===== config.mk =====
export PLATFORM = sky130hd
export DESIGN_NAME = i2c_cfg_arbiter
export DESIGN_NICKNAME = d
export VERILOG_FILES = /design/src/rtl/i2c_cfg_pkg.sv /design/src/rtl/i2c_clk_div.sv /design/src/rtl/i2c_cfg_arbiter.sv
export SDC_FILE = /design/constraint.sdc
export NUM_CORES = 1
export LEC_CHECK = 0
export ABC_AREA = 1
export BUFFER_PORTS_ARGS = -buffer_cell sky130_fd_sc_hd__buf_2
export CORE_ASPECT_RATIO = 0.9
export CORE_MARGIN = 10
export CORE_UTILIZATION = 54
export DETAILED_ROUTE_END_ITERATION = 12
export GPL_ROUTABILITY_DRIVEN = 0
export PLACE_DENSITY_LB_ADDON = 0.05
export SETUP_SLACK_MARGIN = 0.2
export SYNTH_ARGS = -nofsm -noshare
export SYNTH_HDL_FRONTEND = slang
export SYNTH_SLANG_ARGS = --single-unit

===== constraint.sdc =====
create_clock -name iCLK -period 2.85 [get_ports iCLK]
set_input_delay 0.4275 -clock iCLK [delete_from_list [all_inputs] [get_ports iCLK]]
set_output_delay 0.4275 -clock iCLK [all_outputs]
set_load 0.02 [all_outputs]

===== src/rtl/i2c_cfg_pkg.sv =====
// Shared types and constants for the I2C configuration arbiter.
// Word layout is {slave, sub-address, data}, 8 bits each.
package i2c_cfg_pkg;

   localparam int I2C_WORD_W = 24;
   localparam logic [7:0] AUD_ADDR = 8'h34;
   localparam logic [7:0] VID_ADDR = 8'h40;

   typedef enum logic [2:0] {
      ST_IDLE     = 3'd0,
      ST_ARB      = 3'd1,
      ST_LAUNCH   = 3'd2,
      ST_WAIT_END = 3'd3,
      ST_DROP     = 3'd4,
      ST_DONE     = 3'd5
   } cfgState_t;

   // Counter width helper that never returns zero.
   function automatic int clogb(input int v);
      return (v > 1) ? $clog2(v) : 1;
   endfunction

endpackage


===== src/rtl/i2c_clk_div.sv =====
// Work-clock divider: toggles oCLK every DIV iCLK cycles.
// oFallEvt marks the iCLK cycle whose edge takes oCLK from 1 to 0.
module i2c_clk_div
   import i2c_cfg_pkg::*;
#(
   parameter int DIV = 1250
)(
   input  logic iCLK,
   input  logic iRST,
   output logic oCLK,
   output logic oFallEvt
);

   localparam int DV = (DIV > 0) ? DIV : 1;
   localparam int CW = clogb(DV);

   logic [CW-1:0] cnt;
   logic          wrap;

   assign wrap     = (cnt == CW'(DV - 1));
   assign oFallEvt = wrap & oCLK;

   always_ff @(posedge iCLK) begin
      if (iRST) begin
         cnt  <= '0;
         oCLK <= 1'b0;
      end else if (wrap) begin
         cnt  <= '0;
         oCLK <= ~oCLK;
      end else begin
         cnt <= cnt + 1'b1;
      end
   end

endmodule


===== src/rtl/i2c_cfg_arbiter.sv =====
// Round-robin front end sharing one I2C_Controller among N_REQ requesters,
// with NACK retry, timeout recovery and per-requester completion pulses.
module i2c_cfg_arbiter
   import i2c_cfg_pkg::*;
#(
   parameter int N_REQ     = 3,
   parameter int CLK_FREQ  = 50000000,
   parameter int I2C_FREQ  = 20000,
   parameter int MAX_RETRY = 3,
   parameter int TIMEOUT   = 65535
)(
   input  logic                        iCLK,
   input  logic                        iRST,
   input  logic [N_REQ-1:0]            iREQ,
   input  logic [I2C_WORD_W*N_REQ-1:0] iREQ_DATA,
   output logic [N_REQ-1:0]            oDONE,
   output logic [N_REQ-1:0]            oERR,
   output logic                        oBUSY,
   output logic                        oI2C_CTRL_CLK,
   output logic [I2C_WORD_W-1:0]       oI2C_DATA,
   output logic                        oI2C_GO,
   input  logic                        iI2C_END,
   input  logic                        iI2C_ACK
);

   localparam int DIV  = CLK_FREQ / (2 * I2C_FREQ);
   localparam int HOLD = 4 * ((DIV > 0) ? DIV : 1);
   localparam int TMAX = (TIMEOUT > HOLD) ? TIMEOUT : HOLD;
   localparam int TW   = clogb(TMAX + 1);
   localparam int RW   = clogb(N_REQ);
   localparam int XW   = clogb(MAX_RETRY + 1);

   cfgState_t             state;
   logic [RW-1:0]         rr;
   logic [RW-1:0]         grant;
   logic [RW-1:0]         nxtGnt;
   logic                  found;
   logic [RW-1:0]         cand;
   int                    rrIdx;
   logic [I2C_WORD_W-1:0] word;
   logic [I2C_WORD_W-1:0] nxtWord;
   logic [XW-1:0]         retry;
   logic [TW-1:0]         timer;
   logic                  isErr;
   logic                  toErr;
   logic                  reLaunch;
   logic                  goLow;
   logic                  fallEvt;
   logic                  endS1, endS, endD;
   logic                  ackS1, ackS;
   logic                  endRise;
   logic                  toHit;
   logic                  dropDone;

   i2c_clk_div #(
      .DIV      (DIV)
   ) uDiv (
      .iCLK     (iCLK),
      .iRST     (iRST),
      .oCLK     (oI2C_CTRL_CLK),
      .oFallEvt (fallEvt)
   );

   // END/ACK come from the work-clock domain.
   always_ff @(posedge iCLK) begin
      if (iRST) begin
         endS1 <= 1'b0;
         endS  <= 1'b0;
         endD  <= 1'b0;
         ackS1 <= 1'b0;
         ackS  <= 1'b0;
      end else begin
         endS1 <= iI2C_END;
         endS  <= endS1;
         endD  <= endS;
         ackS1 <= iI2C_ACK;
         ackS  <= ackS1;
      end
   end

   assign endRise = endS & ~endD;
   assign toHit   = (TIMEOUT != 0) && (timer == TW'(TIMEOUT - 1));

   always_comb begin
      nxtGnt = rr;
      found  = 1'b0;
      rrIdx  = 0;
      cand   = '0;
      for (int k = 1; k <= N_REQ; k++) begin
         rrIdx = (int'(rr) + k) % N_REQ;
         cand  = RW'(rrIdx);
         if (!found && iREQ[cand]) begin
            found  = 1'b1;
            nxtGnt = cand;
         end
      end
   end

   always_comb begin
      nxtWord = '0;
      for (int i = 0; i < N_REQ; i++) begin
         if (RW'(i) == nxtGnt)
            nxtWord = iREQ_DATA[i*I2C_WORD_W +: I2C_WORD_W];
      end
   end

   // Timeout recovery ignores END; normal recovery waits for re-arm.
   assign dropDone = toErr ? (timer == TW'(HOLD - 1)) : !endS;

   always_ff @(posedge iCLK) begin
      if (iRST) begin
         state     <= ST_IDLE;
         rr        <= RW'(N_REQ - 1);
         grant     <= '0;
         word      <= '0;
         retry     <= '0;
         timer     <= '0;
         isErr     <= 1'b0;
         toErr     <= 1'b0;
         reLaunch  <= 1'b0;
         goLow     <= 1'b0;
         oI2C_DATA <= '0;
         oI2C_GO   <= 1'b0;
      end else begin
         unique case (state)
            ST_IDLE: begin
               if (|iREQ)
                  state <= ST_ARB;
            end
            ST_ARB: begin
               if (found) begin
                  grant <= nxtGnt;
                  rr    <= nxtGnt;
                  word  <= nxtWord;
                  retry <= '0;
                  state <= ST_LAUNCH;
               end else begin
                  state <= ST_IDLE;
               end
            end
            ST_LAUNCH: begin
               if (fallEvt) begin
                  oI2C_DATA <= word;
                  oI2C_GO   <= 1'b1;
                  timer     <= '0;
                  state     <= ST_WAIT_END;
               end
            end
            ST_WAIT_END: begin
               timer <= timer + 1'b1;
               if (endRise) begin
                  toErr <= 1'b0;
                  goLow <= 1'b0;
                  state <= ST_DROP;
                  if (!ackS) begin
                     isErr    <= 1'b0;
                     reLaunch <= 1'b0;
                  end else if (retry < XW'(MAX_RETRY)) begin
                     retry    <= retry + 1'b1;
                     isErr    <= 1'b0;
                     reLaunch <= 1'b1;
                  end else begin
                     isErr    <= 1'b1;
                     reLaunch <= 1'b0;
                  end
               end else if (toHit) begin
                  isErr    <= 1'b1;
                  toErr    <= 1'b1;
                  reLaunch <= 1'b0;
                  goLow    <= 1'b0;
                  state    <= ST_DROP;
               end
            end
            ST_DROP: begin
               if (!goLow) begin
                  if (fallEvt) begin
                     oI2C_GO <= 1'b0;
                     goLow   <= 1'b1;
                     timer   <= '0;
                  end
               end else begin
                  timer <= timer + 1'b1;
                  if (dropDone) begin
                     goLow <= 1'b0;
                     state <= reLaunch ? ST_LAUNCH : ST_DONE;
                  end
               end
            end
            ST_DONE: begin
               state <= ST_IDLE;
            end
            default: begin
               state <= ST_IDLE;
            end
         endcase
      end
   end

   always_comb begin
      oDONE = '0;
      oERR  = '0;
      if (state == ST_DONE) begin
         oDONE[grant] = 1'b1;
         oERR[grant]  = isErr;
      end
   end

   assign oBUSY = (state != ST_IDLE);

endmodule


* Word-level counts from Yosys, hierarchy flattened
Cells that the tools add are included.
** Word-level totals
- Bits in registers :: 95
- Latch bits :: 0
- RAM bits :: 0
- Bits in read-only memories :: 0
- Input port bits :: 79
- Word-level logic and storage cells :: 138
- Memories :: 0
** Cells by class
- Add/subtract/negate cells :: 6
- Multipliers :: 0
- Div/mod/pow operators :: 3
- Magnitude comparators :: 6
- Eq/ne operators :: 21
- Shift-type cells :: 0
- Mux-type cells :: 55
- Bitwise logic cells :: 5
- Reductions and logical operators :: 23
** Operators by type and width (number)
- $mod A32 B3 Y32 const B :: 3
- $mux W24 :: 3
- $pmux W16 S3 :: 1
- $mux W16 :: 2
- $mux W3 :: 9
- $mux W1 :: 24
- $ne A2 B2 Y1 const B :: 10
- $add A16 B1 Y16 const B :: 1
- $eq A16 B13 Y1 const B :: 1
- $eq A16 B16 Y1 const B :: 1
- $mux W2 :: 8
- $pmux W3 S5 :: 1
- $lt A2 B3 Y1 const B :: 4
- $add A11 B1 Y11 const B :: 1
- $eq A11 B11 Y1 const B :: 1
- $reduce_and A5 Y1 :: 2
- $reduce_and A2 Y1 :: 4
- $reduce_bool A2 Y1 :: 4
- $add A2 B2 Y3 const B :: 2
- $bmux W1 S2 :: 3
- $eq A3 B2 Y1 const B :: 2
- $eq A3 B3 Y1 const B :: 2
- $reduce_bool A3 Y1 :: 2
- $pmux W1 S2 :: 2
- 20 further kinds :: 26

* Logic depth before layout (Yosys ltp)
- Word-level depth :: 15
- Depth in mapped cells :: 16
- Mapped depth without buffers :: 16

* Modules after synthesis
Synthesis repeated with hierarchy kept, for this count alone.
** Unflattened totals
- Cells, all modules :: 759
- Area, all modules :: 5017.3 µm²
** By module, submodules not included
- i2c_cfg_arbiter :: times used 1, cells an instance 680, area each 4436.8 µm², seq. area each 1641.6 µm²
- i2c_clk_div :: times used 1, cells an instance 79, area each 580.6 µm², seq. area each 240.2 µm²

* Worst setup path before layout
Ideal clock, no wire load.
- Kind :: reg2reg
- From :: register rr[1]
- To :: register word[22]
- Setup time :: 0.132 ns
- Data arrival time :: 1.976 ns
- Data required time :: 2.718 ns
- Setup slack :: 0.742 ns
- Cell stages (with the launch flop) :: 16
- Buffers on the path :: 1
- Clock period less this slack :: 2.108 ns
- Cells stage by stage :: dfxtp_1 -> inv_1 -> ha_1 -> inv_2 -> nand2_1 -> nand3_2 -> nand2_2 -> nand3_2 -> nand2_2 -> nor2_4 -> nor2_8 -> buf_2 -> o21ai_0 -> nand2_1 -> nand2_1 -> a21oi_1
** On the way
- Word-level cells in the longest chain between the ends :: 15
- Elaborated cells between the ends (all ways) :: 29
- Classes of those cells :: 3 x add/sub; 3 x div; 2 x eq/ne; 15 x mux; 6 x reduce/logical
** Ends and longest elaborated chain
- start: declaration :: line i2c_cfg_arbiter.sv:34 : logic [RW-1:0] rr;
- start signal: assignment :: line i2c_cfg_arbiter.sv:113 : rr <= RW'(N_REQ - 1);
- start signal: assignment :: line i2c_cfg_arbiter.sv:133 : rr <= nxtGnt;
- $add A2 B1 Y3 :: line i2c_cfg_arbiter.sv:90 : rrIdx = (int'(rr) + k) % N_REQ;
- $mod A32 B3 Y32 :: line i2c_cfg_arbiter.sv:90
- $bmux W1 S2 :: line i2c_cfg_arbiter.sv:92 : if (!found && iREQ[cand]) begin
- $mux W1 (not written as such) :: line i2c_cfg_arbiter.sv:92
- $mux W1 :: line i2c_cfg_arbiter.sv:92
- $logic_not A1 Y1 :: line i2c_cfg_arbiter.sv:92
- $logic_and A1 B1 Y1 :: line i2c_cfg_arbiter.sv:92
- $mux W1 :: line i2c_cfg_arbiter.sv:92
- $logic_not A1 Y1 :: line i2c_cfg_arbiter.sv:92
- $logic_and A1 B1 Y1 :: line i2c_cfg_arbiter.sv:92
- $mux W2 :: line i2c_cfg_arbiter.sv:92
- $logic_not A2 Y1 :: line i2c_cfg_arbiter.sv:102 : if (RW'(i) == nxtGnt)
- $mux W24 (3 in a row) :: line i2c_cfg_arbiter.sv:102
- end signal: assignment :: line i2c_cfg_arbiter.sv:134 : word <= nxtWord;
- end: declaration :: line i2c_cfg_arbiter.sv:40 : logic [I2C_WORD_W-1:0] word;
Several ways; a longest one is shown, not always the timed one. The select of a mux whose other input is x is not followed.
A chain may end at the register's enable or synchronous reset.

* Worst setup path after layout
- From :: register rr[1]
- To :: register word[6]
The elaborated chain is that of the path after synthesis.

==> metrics <==
total of max-cap violations=0; multiplexer share of the synthesized area=0%; Adder-Cell Fraction of Synth Area=under 10%; post-DR wirelength/cell=~13 um; CTS tree=built; global-route wire length before repair=just over 20 mm; die height=110 um; Syn-to-layout area delta=17.6%; Critical Path Most Common Cell=nand2_1; Cell variety after synth=36; Detailed Route WL=between 10 and 15 mm; number of synthesis warnings=0; Total GRT Usage=~18%; worst path required time=3.13 ns; Reg clk slew, reported paths=0.09 ns; nets=between 900 and 1000; Max Slew Vio Count=0; WHS Path Cells=3; status=complete, no violations; DRC Markers=0; cells along the critical path=inv_1 -> ha_2 -> inv_2 -> nand2_1 -> nand3_2 -> nand2_2 -> nand3_2 -> nor2_4 -> nor2_8 -> nor2_4 -> nand2_1 -> nand2_1 -> nand2_1 -> a21oi_1; Worst path depth=14; Fillers=847; FMAX=413 MHz; CTS Sinks=94; Initial Utilization=56.2%; Syn Std Cell Area=around 0.0049 mm^2; Tightest Pin Transition=0.865 ns; Avg Cell Area, Syn=6.52 um^2; Avg Vias per Cell=5.17; pin count of the biggest net entering global routing=44; hpwl dp=9.56 mm; vias in the first global route=4665; RSZ-0062 raised after global routing=false; Design Area, Final=slightly below 0.006 mm^2; post-synthesis xor/xnor area fraction=under 10%; die area=0.0133 mm^2; Main synth FF type=dfxtp_1; final setup fails=0; cell count after synthesis=752; Seq/Total Area, Yosys=38.4%; Tmin final=2.42 ns; TritonRoute pass-1 iters=5; Synth Register Bits=94; final setup TNS=0 ns; CP max stage delay=between 0.3 and 0.4 ns; Fin. Hold Viols=0; Clk Latency, worst-skew pair=0.35 ns; Num CTS Buffers=9; R2R cell count=14; number of diodes=0; DR iter-0 viols=458; largest family of logic cells by synthesized area=simple AND/OR/NAND/NOR gates; CP startpoint kind=flip-flop; Port Buf Inserts=roughly 110; delay-heaviest family, CP=simple AND/OR/NAND/NOR gates; Worst IR Drop VDD=0.730 mV; CP Class=reg2reg; WP data arrival=2.70 ns; post-synthesis simple-gate area fraction=34.3%; post-synthesis compound-gate area fraction=14.4%; Placed Area=roughly 0.0055 mm^2; DR vias=5057; Final Cycle Share=84.9%; H-tree levels=3; DRT antenna net count=0; number of enable flip-flop cells after synthesis=0; worst hold path class=in2reg; slowest CP cell=ha_2; GR Overflow Total=0; Worst slew margin=42.3%; Post-synth ARST share=0%; core area=0.00873 mm^2; site row count=32; Core Util, Final=66.1%; I/O Pins=roughly 110; Buf/Inv on CP=2; Root Buffer=clkbuf_8; R2R Setup Slk=~0.43 ns; post-synth net total=838; worst-path fanout max=23; hold buffers post-CTS=0; Crit. End Element=flip-flop; share of cells above drive strength 1=about 18%; maximum buffer depth of the clock tree=2; Die Span X=between 100 and 150 um; Lkg Pwr=2.78 nW; skew final=approximately 0.0085 ns; initial antenna violation count=0; PwrDens=~1100 mW/mm^2
==> routing by layer <==
layer / vias up / wire (um) / track usage, %
met3: 16 / 863 / 6.05
met1: 2277 / 5890 / 23.3
met2: 150 / 5990 / 28.9
met4: 0 / 146 / 3.76
met5: - / 0 / 0
li1: 2614 / - / -
==> tightest hold or removal path: cells and delay by family <==
kind          cells  cell delay (ns)
buf+inv           2             0.10
simple gates      1             0.06
==> cell usage in the layout, fill, tap and decap left out, types with 3 or more instances in the layout <==
cell type,netlist,final
nand2_1,177,177
buf_2,12,111
nor2_1,99,99
dfxtp_1,94,93
inv_1,92,92
o21ai_0,71,71
nand3_1,56,56
a21oi_1,53,53
nor3_1,16,16
clkbuf_8,0,9
nand3b_1,7,7
buf_4,0,7
nor4_1,6,6
ha_1,7,6
nor2_4,2,5
nand4_1,4,4
or2_2,4,4
o211ai_1,4,4
xor2_1,4,4
nor3b_1,3,3
inv_2,3,3
nand2_2,4,3
==> final timing paths <==
path | from | end
min reg2reg | endS1 | endS
max reg2reg | rr[1] | word[6]
min | iI2C_END | endS1
max | rr[1] | word[6]
==> what timing repair did <==
item                       in CTS  in global routing
resized for setup               0                  5
setup endpoints to repair       0                 24
hold endpoints to repair        0                  0
setup buffers                   0                  1
==> sequential cells by signal (all words and copies together) (netlist names), 2 cells and up <==
signal and cells:
oI2C_DATA 24, rr 2, timer 16, retry 2
uDiv.cnt 11, word 24, state 3
==> logic make-up (layout without fill, tap and decap cells) <==
| group | after synthesis | in the layout |
|---|---|---|
| DFF | 94 | 94 |
| adders and majority gates | 7 | 7 |
| buffers and inverters | 125 | 231 |
| xor gates and xnor gates | 6 | 6 |
| and+or+nand+nor | 384 | 386 |
| AOI/OAI and AO/OA | 136 | 136 |
==> synthesized netlist by cell type (4+ instances only) <==
| cell type | instances | area share (%) |
|---|---|---|
| dfxtp_1 | 94 | 38 |
| a21oi_1 | 53 | 5.4 |
| nand2_1 | 177 | 14 |
| ha_1 | 7 | 1.8 |
| nor4_1 | 6 | 0.77 |
| nand4_1 | 4 | 0.51 |
| o211ai_1 | 4 | 0.61 |
| inv_1 | 92 | 7.0 |
| o21ai_0 | 71 | 7.2 |
| or2_2 | 4 | 0.51 |
| clkbuf_1 | 13 | 0.99 |
| nand3b_1 | 7 | 1.1 |
| buf_2 | 12 | 1.2 |
| nor3_1 | 16 | 1.6 |
| xor2_1 | 4 | 0.71 |
| nand3_1 | 56 | 5.7 |
| nor2_1 | 99 | 7.6 |
| nand2_2 | 4 | 0.51 |
==> final cells by class <==
| cell class | count | area [um^2] | share of cell area, % |
|---|---|---|---|
| repair buffers | 119 | 619 | 10.7 |
| flip-flops and latches | 94 | 1880 | 32.7 |
| well taps | 119 | 149 | 2.58 |
| clock inverters | 5 | 58.8 | 1.02 |
| inverters | 96 | 360 | 6.25 |
| clock buffers | 11 | 131 | 2.28 |
| multi-input cells | 535 | 2560 | 44.5 |
==> metrics by stage <==
step           hold WS [ns]  setup WS, ns  std cells  power, mW
2_1_floorplan         0.388         0.742        752       4.54
6_report              0.277         0.430        979       6.32
4_1_cts               0.265         0.305        976       6.02
5_1_grt               0.269         0.218        979       6.91
3_5_place_dp          0.402         0.310        960       5.16
3_3_place_gp          0.398         0.383        960       5.08
==> report_power, final <==
part | internal, mW | leakage, nW | total, mW | switching (mW)
Combinational | 1.20 | 1.92 | 3.75 | 2.55
Sequential | 1.55 | 0.763 | 1.70 | 0.154
Clock | 0.408 | 0.0899 | 0.858 | 0.449
Power figures use the tool's default switching activity.
